$ cat src/rtl/mem_stall_ctrl_pkg.sv
// Shared definitions for the data-memory stall controller: FSM states and default sizes.
package mem_stall_ctrl_pkg;

   localparam int unsigned XLEN_DEF           = 64;
   localparam int unsigned TIMEOUT_CYCLES_DEF = 255;
   localparam int unsigned CNT_W_DEF          = 32;

   typedef enum logic [1:0] {
      ST_IDLE   = 2'd0,
      ST_ACCESS = 2'd1,
      ST_DONE   = 2'd2
   } state_t;

   // A real load or store is sitting in EX/MEM.
   function automatic logic is_mem_access(input logic valid, input logic rd, input logic wr);
      return valid & (rd | wr);
   endfunction

endpackage

$ cat src/rtl/mem_stall_ctrl_if.sv
// Pipeline-side and memory-side signals of the stall controller, bundled for port hookup.
interface mem_stall_ctrl_if
   import mem_stall_ctrl_pkg::*;
#(
   parameter int unsigned XLEN  = XLEN_DEF,
   parameter int unsigned CNT_W = CNT_W_DEF
);
   logic              EXM_valid;
   logic              EXM_MemRead;
   logic              EXM_MemWrite;
   logic [XLEN-1:0]   EXM_ALUResult;
   logic [XLEN-1:0]   EXM_WriteData;

   logic              dmem_req;
   logic              dmem_we;
   logic [XLEN-1:0]   dmem_addr;
   logic [XLEN-1:0]   dmem_wdata;
   logic              dmem_ack;
   logic [XLEN-1:0]   dmem_rdata;

   logic              stall;
   logic              mwb_bubble;
   logic [XLEN-1:0]   ReadData;
   logic              timeout_err;
   logic [CNT_W-1:0]  stall_cycles;

   // Controller view.
   modport slave (
      input  EXM_valid, EXM_MemRead, EXM_MemWrite, EXM_ALUResult, EXM_WriteData,
      input  dmem_ack, dmem_rdata,
      output dmem_req, dmem_we, dmem_addr, dmem_wdata,
      output stall, mwb_bubble, ReadData, timeout_err, stall_cycles
   );

   // Pipeline + memory view.
   modport master (
      output EXM_valid, EXM_MemRead, EXM_MemWrite, EXM_ALUResult, EXM_WriteData,
      output dmem_ack, dmem_rdata,
      input  dmem_req, dmem_we, dmem_addr, dmem_wdata,
      input  stall, mwb_bubble, ReadData, timeout_err, stall_cycles
   );
endinterface

$ cat src/rtl/mem_stall_ctrl_sat_counter.sv
// Saturating up-counter for performance statistics; sticks at all-ones.
module mem_stall_ctrl_sat_counter #(
   parameter int unsigned W = 32
) (
   input  logic         clk,
   input  logic         reset,
   input  logic         en,
   output logic [W-1:0] count
);

   always_ff @(posedge clk or negedge reset) begin
      if (!reset) begin
         count <= '0;
      end else if (en && (count != {W{1'b1}})) begin
         count <= count + W'(1);
      end
   end

endmodule

$ cat src/rtl/mem_stall_ctrl.sv
// Sequences EX/MEM loads/stores against a variable-latency data memory,
// freezing the front of the pipeline and bubbling MEM/WB while the access is in flight.
module mem_stall_ctrl
   import mem_stall_ctrl_pkg::*;
#(
   parameter int unsigned XLEN           = XLEN_DEF,
   parameter int unsigned TIMEOUT_CYCLES = TIMEOUT_CYCLES_DEF,
   parameter int unsigned CNT_W          = CNT_W_DEF
) (
   input  logic             clk,
   input  logic             reset,
   mem_stall_ctrl_if.slave  bus
);

   localparam int unsigned TO_W = (TIMEOUT_CYCLES > 1) ? $clog2(TIMEOUT_CYCLES) : 1;
   localparam logic [TO_W-1:0] TO_LAST = TO_W'(TIMEOUT_CYCLES - 1);

   state_t            state, state_d;
   logic              mem_access;
   logic              stall, mwb_bubble, dmem_req;

   logic              we_q, we_d;
   logic [XLEN-1:0]   addr_q, addr_d;
   logic [XLEN-1:0]   wdata_q, wdata_d;
   logic [XLEN-1:0]   rdata_q, rdata_d;
   logic [TO_W-1:0]   to_cnt_q, to_cnt_d;
   logic              to_flag_q, to_flag_d;
   logic              terr_q, terr_d;

   // Gated by reset so stall/bubble read 0 while reset is held, even with a load in EX/MEM.
   assign mem_access = reset & is_mem_access(bus.EXM_valid, bus.EXM_MemRead, bus.EXM_MemWrite);

   // State and datapath registers.
   always_ff @(posedge clk or negedge reset) begin
      if (!reset) begin
         state     <= ST_IDLE;
         we_q      <= 1'b0;
         addr_q    <= '0;
         wdata_q   <= '0;
         rdata_q   <= '0;
         to_cnt_q  <= '0;
         to_flag_q <= 1'b0;
         terr_q    <= 1'b0;
      end else begin
         state     <= state_d;
         we_q      <= we_d;
         addr_q    <= addr_d;
         wdata_q   <= wdata_d;
         rdata_q   <= rdata_d;
         to_cnt_q  <= to_cnt_d;
         to_flag_q <= to_flag_d;
         terr_q    <= terr_d;
      end
   end

   // Next-state and output decode.
   always_comb begin
      state_d    = state;
      we_d       = we_q;
      addr_d     = addr_q;
      wdata_d    = wdata_q;
      rdata_d    = rdata_q;
      to_cnt_d   = to_cnt_q;
      to_flag_d  = to_flag_q;
      terr_d     = terr_q;
      stall      = 1'b0;
      mwb_bubble = 1'b0;
      dmem_req   = 1'b0;

      case (state)
         ST_IDLE: begin
            stall      = mem_access;
            mwb_bubble = mem_access;
            if (mem_access) begin
               we_d     = bus.EXM_MemWrite;
               addr_d   = bus.EXM_ALUResult;
               wdata_d  = bus.EXM_WriteData;
               to_cnt_d = '0;
               state_d  = ST_ACCESS;
            end
         end
         ST_ACCESS: begin
            dmem_req   = 1'b1;
            stall      = 1'b1;
            mwb_bubble = 1'b1;
            to_cnt_d   = to_cnt_q + TO_W'(1);
            // An ack on the terminal cycle takes priority over the timeout.
            if (bus.dmem_ack) begin
               if (!we_q) begin
                  rdata_d = bus.dmem_rdata;
               end
               to_flag_d = 1'b0;
               state_d   = ST_DONE;
            end else if (to_cnt_q == TO_LAST) begin
               terr_d    = 1'b1;
               to_flag_d = 1'b1;
               state_d   = ST_DONE;
            end
         end
         ST_DONE: begin
            mwb_bubble = to_flag_q;
            state_d    = ST_IDLE;
         end
         default: begin
            state_d = ST_IDLE;
         end
      endcase
   end

   mem_stall_ctrl_sat_counter #(.W(CNT_W)) u_stall_cnt (
      .clk   (clk),
      .reset (reset),
      .en    (stall),
      .count (bus.stall_cycles)
   );

   assign bus.stall       = stall;
   assign bus.mwb_bubble  = mwb_bubble;
   assign bus.dmem_req    = dmem_req;
   assign bus.dmem_we     = we_q;
   assign bus.dmem_addr   = addr_q;
   assign bus.dmem_wdata  = wdata_q;
   assign bus.ReadData    = rdata_q;
   assign bus.timeout_err = terr_q;

endmodule

$ cat src/flat_wrapper.sv
// flat-port wrapper written by rule: the top's interface ports become plain ports
module mem_stall_ctrl_flat import mem_stall_ctrl_pkg::*;
#(
   parameter int unsigned XLEN           = XLEN_DEF,
   parameter int unsigned TIMEOUT_CYCLES = TIMEOUT_CYCLES_DEF,
   parameter int unsigned CNT_W          = CNT_W_DEF
)
  (clk, reset, bus_EXM_valid, bus_EXM_MemRead, bus_EXM_MemWrite, bus_EXM_ALUResult, bus_EXM_WriteData, bus_dmem_ack, bus_dmem_rdata, bus_dmem_req, bus_dmem_we, bus_dmem_addr, bus_dmem_wdata, bus_stall, bus_mwb_bubble, bus_ReadData, bus_timeout_err, bus_stall_cycles);
  mem_stall_ctrl_if #(.XLEN(XLEN), .CNT_W(CNT_W)) bus_i ();
  input  logic clk;
  input  logic reset;
  input wire logic [$bits(bus_i.EXM_valid)-1:0] bus_EXM_valid;
  input wire logic [$bits(bus_i.EXM_MemRead)-1:0] bus_EXM_MemRead;
  input wire logic [$bits(bus_i.EXM_MemWrite)-1:0] bus_EXM_MemWrite;
  input wire logic [$bits(bus_i.EXM_ALUResult)-1:0] bus_EXM_ALUResult;
  input wire logic [$bits(bus_i.EXM_WriteData)-1:0] bus_EXM_WriteData;
  input wire logic [$bits(bus_i.dmem_ack)-1:0] bus_dmem_ack;
  input wire logic [$bits(bus_i.dmem_rdata)-1:0] bus_dmem_rdata;
  output wire logic [$bits(bus_i.dmem_req)-1:0] bus_dmem_req;
  output wire logic [$bits(bus_i.dmem_we)-1:0] bus_dmem_we;
  output wire logic [$bits(bus_i.dmem_addr)-1:0] bus_dmem_addr;
  output wire logic [$bits(bus_i.dmem_wdata)-1:0] bus_dmem_wdata;
  output wire logic [$bits(bus_i.stall)-1:0] bus_stall;
  output wire logic [$bits(bus_i.mwb_bubble)-1:0] bus_mwb_bubble;
  output wire logic [$bits(bus_i.ReadData)-1:0] bus_ReadData;
  output wire logic [$bits(bus_i.timeout_err)-1:0] bus_timeout_err;
  output wire logic [$bits(bus_i.stall_cycles)-1:0] bus_stall_cycles;
  assign bus_i.EXM_valid = bus_EXM_valid;
  assign bus_i.EXM_MemRead = bus_EXM_MemRead;
  assign bus_i.EXM_MemWrite = bus_EXM_MemWrite;
  assign bus_i.EXM_ALUResult = bus_EXM_ALUResult;
  assign bus_i.EXM_WriteData = bus_EXM_WriteData;
  assign bus_i.dmem_ack = bus_dmem_ack;
  assign bus_i.dmem_rdata = bus_dmem_rdata;
  assign bus_dmem_req = bus_i.dmem_req;
  assign bus_dmem_we = bus_i.dmem_we;
  assign bus_dmem_addr = bus_i.dmem_addr;
  assign bus_dmem_wdata = bus_i.dmem_wdata;
  assign bus_stall = bus_i.stall;
  assign bus_mwb_bubble = bus_i.mwb_bubble;
  assign bus_ReadData = bus_i.ReadData;
  assign bus_timeout_err = bus_i.timeout_err;
  assign bus_stall_cycles = bus_i.stall_cycles;
  mem_stall_ctrl #(.XLEN(XLEN), .TIMEOUT_CYCLES(TIMEOUT_CYCLES), .CNT_W(CNT_W)) u_core (.clk(clk), .reset(reset), .bus(bus_i));
endmodule
$ cat config.mk
export PLATFORM = sky130hd
export DESIGN_NAME = mem_stall_ctrl_flat
export DESIGN_NICKNAME = d
export VERILOG_FILES = /design/src/rtl/mem_stall_ctrl_pkg.sv /design/src/rtl/mem_stall_ctrl_if.sv /design/src/rtl/mem_stall_ctrl_sat_counter.sv /design/src/rtl/mem_stall_ctrl.sv /design/src/flat_wrapper.sv
export SDC_FILE = /design/constraint.sdc
export NUM_CORES = 1
export LEC_CHECK = 0
export ABC_AREA = 1
export CAP_MARGIN = 20
export CORE_AREA = 2 2 165 167
export CTS_CLUSTER_DIAMETER = 150
export DETAILED_ROUTE_END_ITERATION = 10
export DIE_AREA = 0 0 167 169
export MAX_ROUTING_LAYER = met4
export PLACE_DENSITY = 0.79
export SKIP_LAST_GASP = 1
export SYNTH_ARGS = -nofsm -noshare
export SYNTH_HDL_FRONTEND = slang
export SYNTH_HIERARCHICAL = 1
export SYNTH_SLANG_ARGS = --single-unit
$ cat constraint.sdc
create_clock -name clk -period 2.5 [get_ports clk]
set_input_delay 0.5 -clock clk [delete_from_list [all_inputs] [get_ports clk]]
set_output_delay 0.5 -clock clk [all_outputs]
set_load 0.02 [all_outputs]
After elaboration in Yosys (flattened, before gate mapping) --
Index checks and enable logic that the tools add are counted.
Word-level totals: flip-flop bits (word level) 237, bits of input ports 198, output and inout port bits 229, word-level logic and storage cells 43
Operators by class: $add $sub $neg 2, equality and inequality tests 6, muxes and demuxes 11, bitwise gates (word level) 5, reduce and logical (&&, ||, !) cells 10
Operators with widths (count):
- 32-bit by 1-bit adder with 32-bit output, second input constant | 1
- 32-bit != test, second input constant | 1
- 8-bit one-hot mux with 2 select lines | 1
- 8-bit by 1-bit adder with 8-bit output, second input constant | 1
- 8-bit equality test, second input constant | 1
- 8-bit 2-to-1 mux | 1
- 2-bit AND reduction | 4
- 2-bit 2-to-1 mux | 3
- 3-bit AND reduction | 2
- 2-bit one-hot mux with 2 select lines | 1
- 2-bit nonzero test | 2
- 1-bit 2-to-1 mux | 3
- 3-bit by 2-bit != test with 1-bit output, second input constant | 1
- 1-bit one-hot mux with 3 select lines | 1
- 1-bit bitwise AND | 2
- 2-bit by 1-bit equality test with 1-bit output, second input constant | 1
- 2-bit equality test, second input constant | 1
- 2-bit zero test | 1
- 2-bit by 1-bit != test with 1-bit output, second input constant | 1
- 1-bit inverter | 2
- 1-bit one-hot mux with 2 select lines | 1
- 1-bit logical AND | 1
- 1-bit OR | 1

Logic depth before layout (Yosys ltp) --
word-level depth 5, mapped depth 13

Cells and area by module --
The synthesis kept the hierarchy.
Modules (own cells, without submodules):
- mem_stall_ctrl | times used 1, cells an instance 914, area an instance 8615.8 um2, seq. area each 5129.9 um2
- mem_stall_ctrl_sat_counter | times used 1, cells an instance 333, area an instance 2190.9 um2, seq. area each 800.8 um2

Worst setup path after synthesis --
Ideal clock, no wire load.
path kind input port to flip-flop, start point input port bus_EXM_MemWrite, end point register u_core.u_stall_cnt.count[26], library setup time 0.118 ns, arrival 2.241 ns, data required time 2.382 ns, slack 0.141 ns, cell stages on the path 13, path buffers 2, cell sequence inv_1 > nand2_1 > nand4_4 > buf_4 > buf_6 > nand2_1 > inv_1 > nor2_1 > nand2_1 > nor2_1 > nand3_1 > nand2_1 > nand2_1
On the way: word-level cells in the longest chain between the ends 5
Ends and longest elaborated chain:
- start, declared | line flat_wrapper.sv:14 | input wire logic [$bits(bus_i.EXM_MemWrite)-1:0] bus_EXM_MemWrite;
- 1-bit OR | line mem_stall_ctrl_pkg.sv:16 | return valid & (rd | wr);
- 1-bit bitwise AND | line mem_stall_ctrl_pkg.sv:16
- 1-bit bitwise AND | line mem_stall_ctrl.sv:31 | assign mem_access = reset & is_mem_access(bus.EXM_valid, bus.EXM_MemRead, bus.EXM_MemWrite);
- 1-bit one-hot mux with 2 select lines | line mem_stall_ctrl.sv:70 | case (state)
- named net bus_stall | line flat_wrapper.sv:23 | output wire logic [$bits(bus_i.stall)-1:0] bus_stall;
- 1-bit logical AND | line mem_stall_ctrl_sat_counter.sv:14 | end else if (en && (count != {W{1'b1}})) begin
- end signal, assigned | line mem_stall_ctrl_sat_counter.sv:15 | count <= count + W'(1);
- end, declared | line mem_stall_ctrl_sat_counter.sv:8 | output logic [W-1:0] count
The timed path passes the listed nets, and every way through them passes these cells. A chain may end at the register's enable or synchronous reset.

Worst setup path in the final report --
start point register u_core.state[0], end point output port bus_stall
On the way: word-level cells in the longest chain between the ends 2, elaborated cells on any way between the ends 3, classes of those cells eq/ne (1); mux (1); reduce/logical (1)
Ends and longest elaborated chain:
- start, declared | line mem_stall_ctrl.sv:18 | state_t state, state_d;
- start signal, assigned | line mem_stall_ctrl.sv:45 | state <= state_d;
- 2-bit by 1-bit equality test with 1-bit output / 2-bit zero test (equally long branches) | line mem_stall_ctrl.sv:70
- 1-bit one-hot mux with 2 select lines * | line mem_stall_ctrl.sv:70
- end, declared | line flat_wrapper.sv:23
Mark *: on every way between the ends. The rest lies on a longest branch, timed or not.

==> results.txt <==
Status: complete, no violations
Largest net degree at the start of global routing: 217
Layout area overhead: 50.06%
Worst min path class: in2async
Synth area leader: dfrtp_1
Adder and majority cell fraction of the synthesized area: 0.3473%
Final Cycle Share: 94.14%
Starting Density: 40.78%
Worst Setup Start Kind: flip-flop
YS warnings: 6
Commonest non-fill, non-tap cells in the layout: nand2_1, clkdlybuf4s50_1, dfrtp_1
Syn Inst Count: 1247
Critical Path Sink Type: output port
Post-route ant nets: 0
IO Pins: 427
Leading cell type in the layout, fill and taps excluded: nand2_1
Pwr Density: 946.4 nW/um^2
Routability cong.: 0.8900
Layout Utilization: 61.19%
Clk slew on worst S/H paths: 0.06 ns
Multiplexer area fraction after synthesis: 0%
Clock Tree Root: clkbuf_16
Initial antenna violation count: 1
Clk pwr share: 27.5%
WP data arrival: 1.85 ns
Via density: 4.720
Final Max Tran Viols: 0
Cell Rows: 60
Simple-Gate Fraction of Synth Area: 24.73%
First-pass GRT wire length: 49570 um
Via count: 9582
Final Power: 0.01535 W
Fmax: 424.9 MHz
Endpoints failing setup: 0
CTS buffer count: 27
Mapped Area: 10810 sq um
Chip width: 167 um
Share of cells above drive strength 1: 10.43%
Post-Route WL: 30880 um
Crit path largest cell delay: 0.40 ns
Kind of critical path: reg2out
Slew HR: 34.19%
Req. time, crit path: 2.00 ns
Combinational share of power: 36.3%
Leak: 7.747 nW
# clock sinks: 237
Setup TNS: 0 ns
Drt wl/cell: 15.21 um
Fin. Hold Viols: 0
# DRC: 0
Slew @ Worst Pin: 0.9871 ns
Peak supply drop: 0.0005699 V
DRT iter0 DRCs: 695
Post-Syn Area per Cell: 8.666 sq um
Placed Cells: 1979
DP HPWL: 21960 um
Overall global routing resource usage: 22.21%
Port-buffer cells: 426
Compound-Gate Fraction of Synth Area: 9.413%
Synth top area cells: dfrtp_1, nand2_1, o21ai_2
Clock Latency Late Sink: 0.53 ns
CTS tree: done
# hold bufs at CTS: 0
Deepest clock path buffer count: 3
Grt total ovfl: 0
Vias in the first global route: 9578
Nets: 1868
Post-synth top area share: 54.88%
Switching Fraction: 33.87%
Htree depth: 1
Max-cap check violation count: 0
Xor-xnor portion of the synthesized cell area: 0.6484%
Die Y: 169 um
Die area: 28220 sq um
Register area share after synthesis: 54.88%
Min Tclk post-route: 2.354 ns
RSZ-0062 raised after global routing: no
Sequential power share: 36.2%
Placeable Area: 26500 sq um
Sw power: 0.005198 W
Slowest stage cell, crit path: dfrtp_1
Pre-CTS WS: -0.08585 ns
Seq cells post-synth: 237
PnR worst setup slack: 0.1464 ns
Crit path cell chain: nor2_2 -> nand4_4 -> nand2_1 -> dlygate4sd2_1
Internal power: 0.01015 W
Crit Path Max Fanout: 3
Finished Layout Cells: 2030
First-pass iteration count of the detailed router: 5
Distinct cells, synth: 31
Syn_nets: 1448
Largest family of logic cells by synthesized area: simple AND/OR/NAND/NOR gates
Clk_skew: 0.01377 ns
Reg2reg path depth: 12
-- registers in the layout (all words and copies together) (netlist names) --
name                      count
u_core/bus.timeout_err        1
u_core/bus.dmem_addr         64
u_core/u_stall_cnt/count     32
u_core/bus.dmem_wdata        64
u_core/bus.dmem_we            1
u_core/to_flag_q              1
u_core/to_cnt_q               8
u_core/bus.ReadData          64
u_core/state                  2
-- metrics by stage --
stage	instance area [sq um]	hold WS [ns]
floorplan	10810	0.2044
CTS	16210	0.04981
finish	16220	0.04969
detailed placement	15250	0.4583
global placement	15250	0.4527
global route	16220	0.07369
-- metal layers --
metal  vias to the layer above  GRT usage, %  routed length [um]
li1                       4693             -                   -
met1                      4412         25.60               11790
met2                       405         37.38               15250
met3                        72         5.728                2695
met4                         0         8.546                1151
met5                         -             -                   0
-- final cells by class --
type	count	area [sq um]
clock buffers	35	755.7
flip-flops and latches	237	5931
well taps	341	426.7
repair buffers	446	4453
fillers	2163	10280
multi-input cells	786	3805
diodes	1	2.502
inverters	169	634.4
clock inverters	15	209.0
-- cells in the mapped netlist, drive strengths merged --
cell,n
nand2,437
dfrtp,237
inv,169
o21ai,136
nand3,104
nor2,70
buf,49
nand4,11
nand3b,8
xnor2,7
clkbuf,6
ha,3
o21bai,3
a21oi,2
nor3,2
or2,2
xor2,1
-- cell families (layout without fill, tap and decap cells) --
family | after synthesis | in the layout
other | 0 | 1
buffers and inverters | 224 | 665
xor gates and xnor gates | 8 | 8
DFF | 237 | 237
AOI/OAI and AO/OA | 141 | 141
and+or+nand+nor | 634 | 634
adders and majority gates | 3 | 3
-- final timing paths --
path,from,end,slack (ns)
max in group asynchronous,reset,u_core/bus.dmem_wdata[40]$_DFFE_PN0P_,1.08
worst min register to register,u_core/bus.ReadData[58]$_DFFE_PN0P_,u_core/bus.ReadData[58]$_DFFE_PN0P_,0.47
worst max register to register,u_core/state[0]$_DFFE_PN0P_,u_core/u_stall_cnt/count[22]$_DFFE_PN0P_,0.36
min in group clk,reset,u_core/bus.dmem_we$_DFFE_PN0P_,0.43
worst min-delay path,reset,u_core/bus.dmem_addr[35]$_DFFE_PN0P_,0.05
worst max-delay path,u_core/state[0]$_DFFE_PN0P_,bus_stall,0.15
-- timing repair --
action	CTS	global route
buffers inserted	0	0
endpoints found under the setup margin	1	0
gates resized for setup	1	0
-- power groups by stage --
stage	Sequential [W]	Clock [W]	Combinational, W
after global placement	0.00555	0	0.00551
after floorplan	0.00683	0	0.00138
final	0.00555	0.00422	0.00557
after CTS	0.00556	0.00435	0.00564
after global routing	0.00570	0.00451	0.00597
after detailed placement	0.00559	0	0.00561
-- critical path: cells and delay by family (launching register included) --
kind	cells	cell delay [ns]
AND/OR/NAND/NOR	3	0.55
flip-flops	1	0.40
buffers and inverters	1	0.37
(Power assumes the default switching activity.)
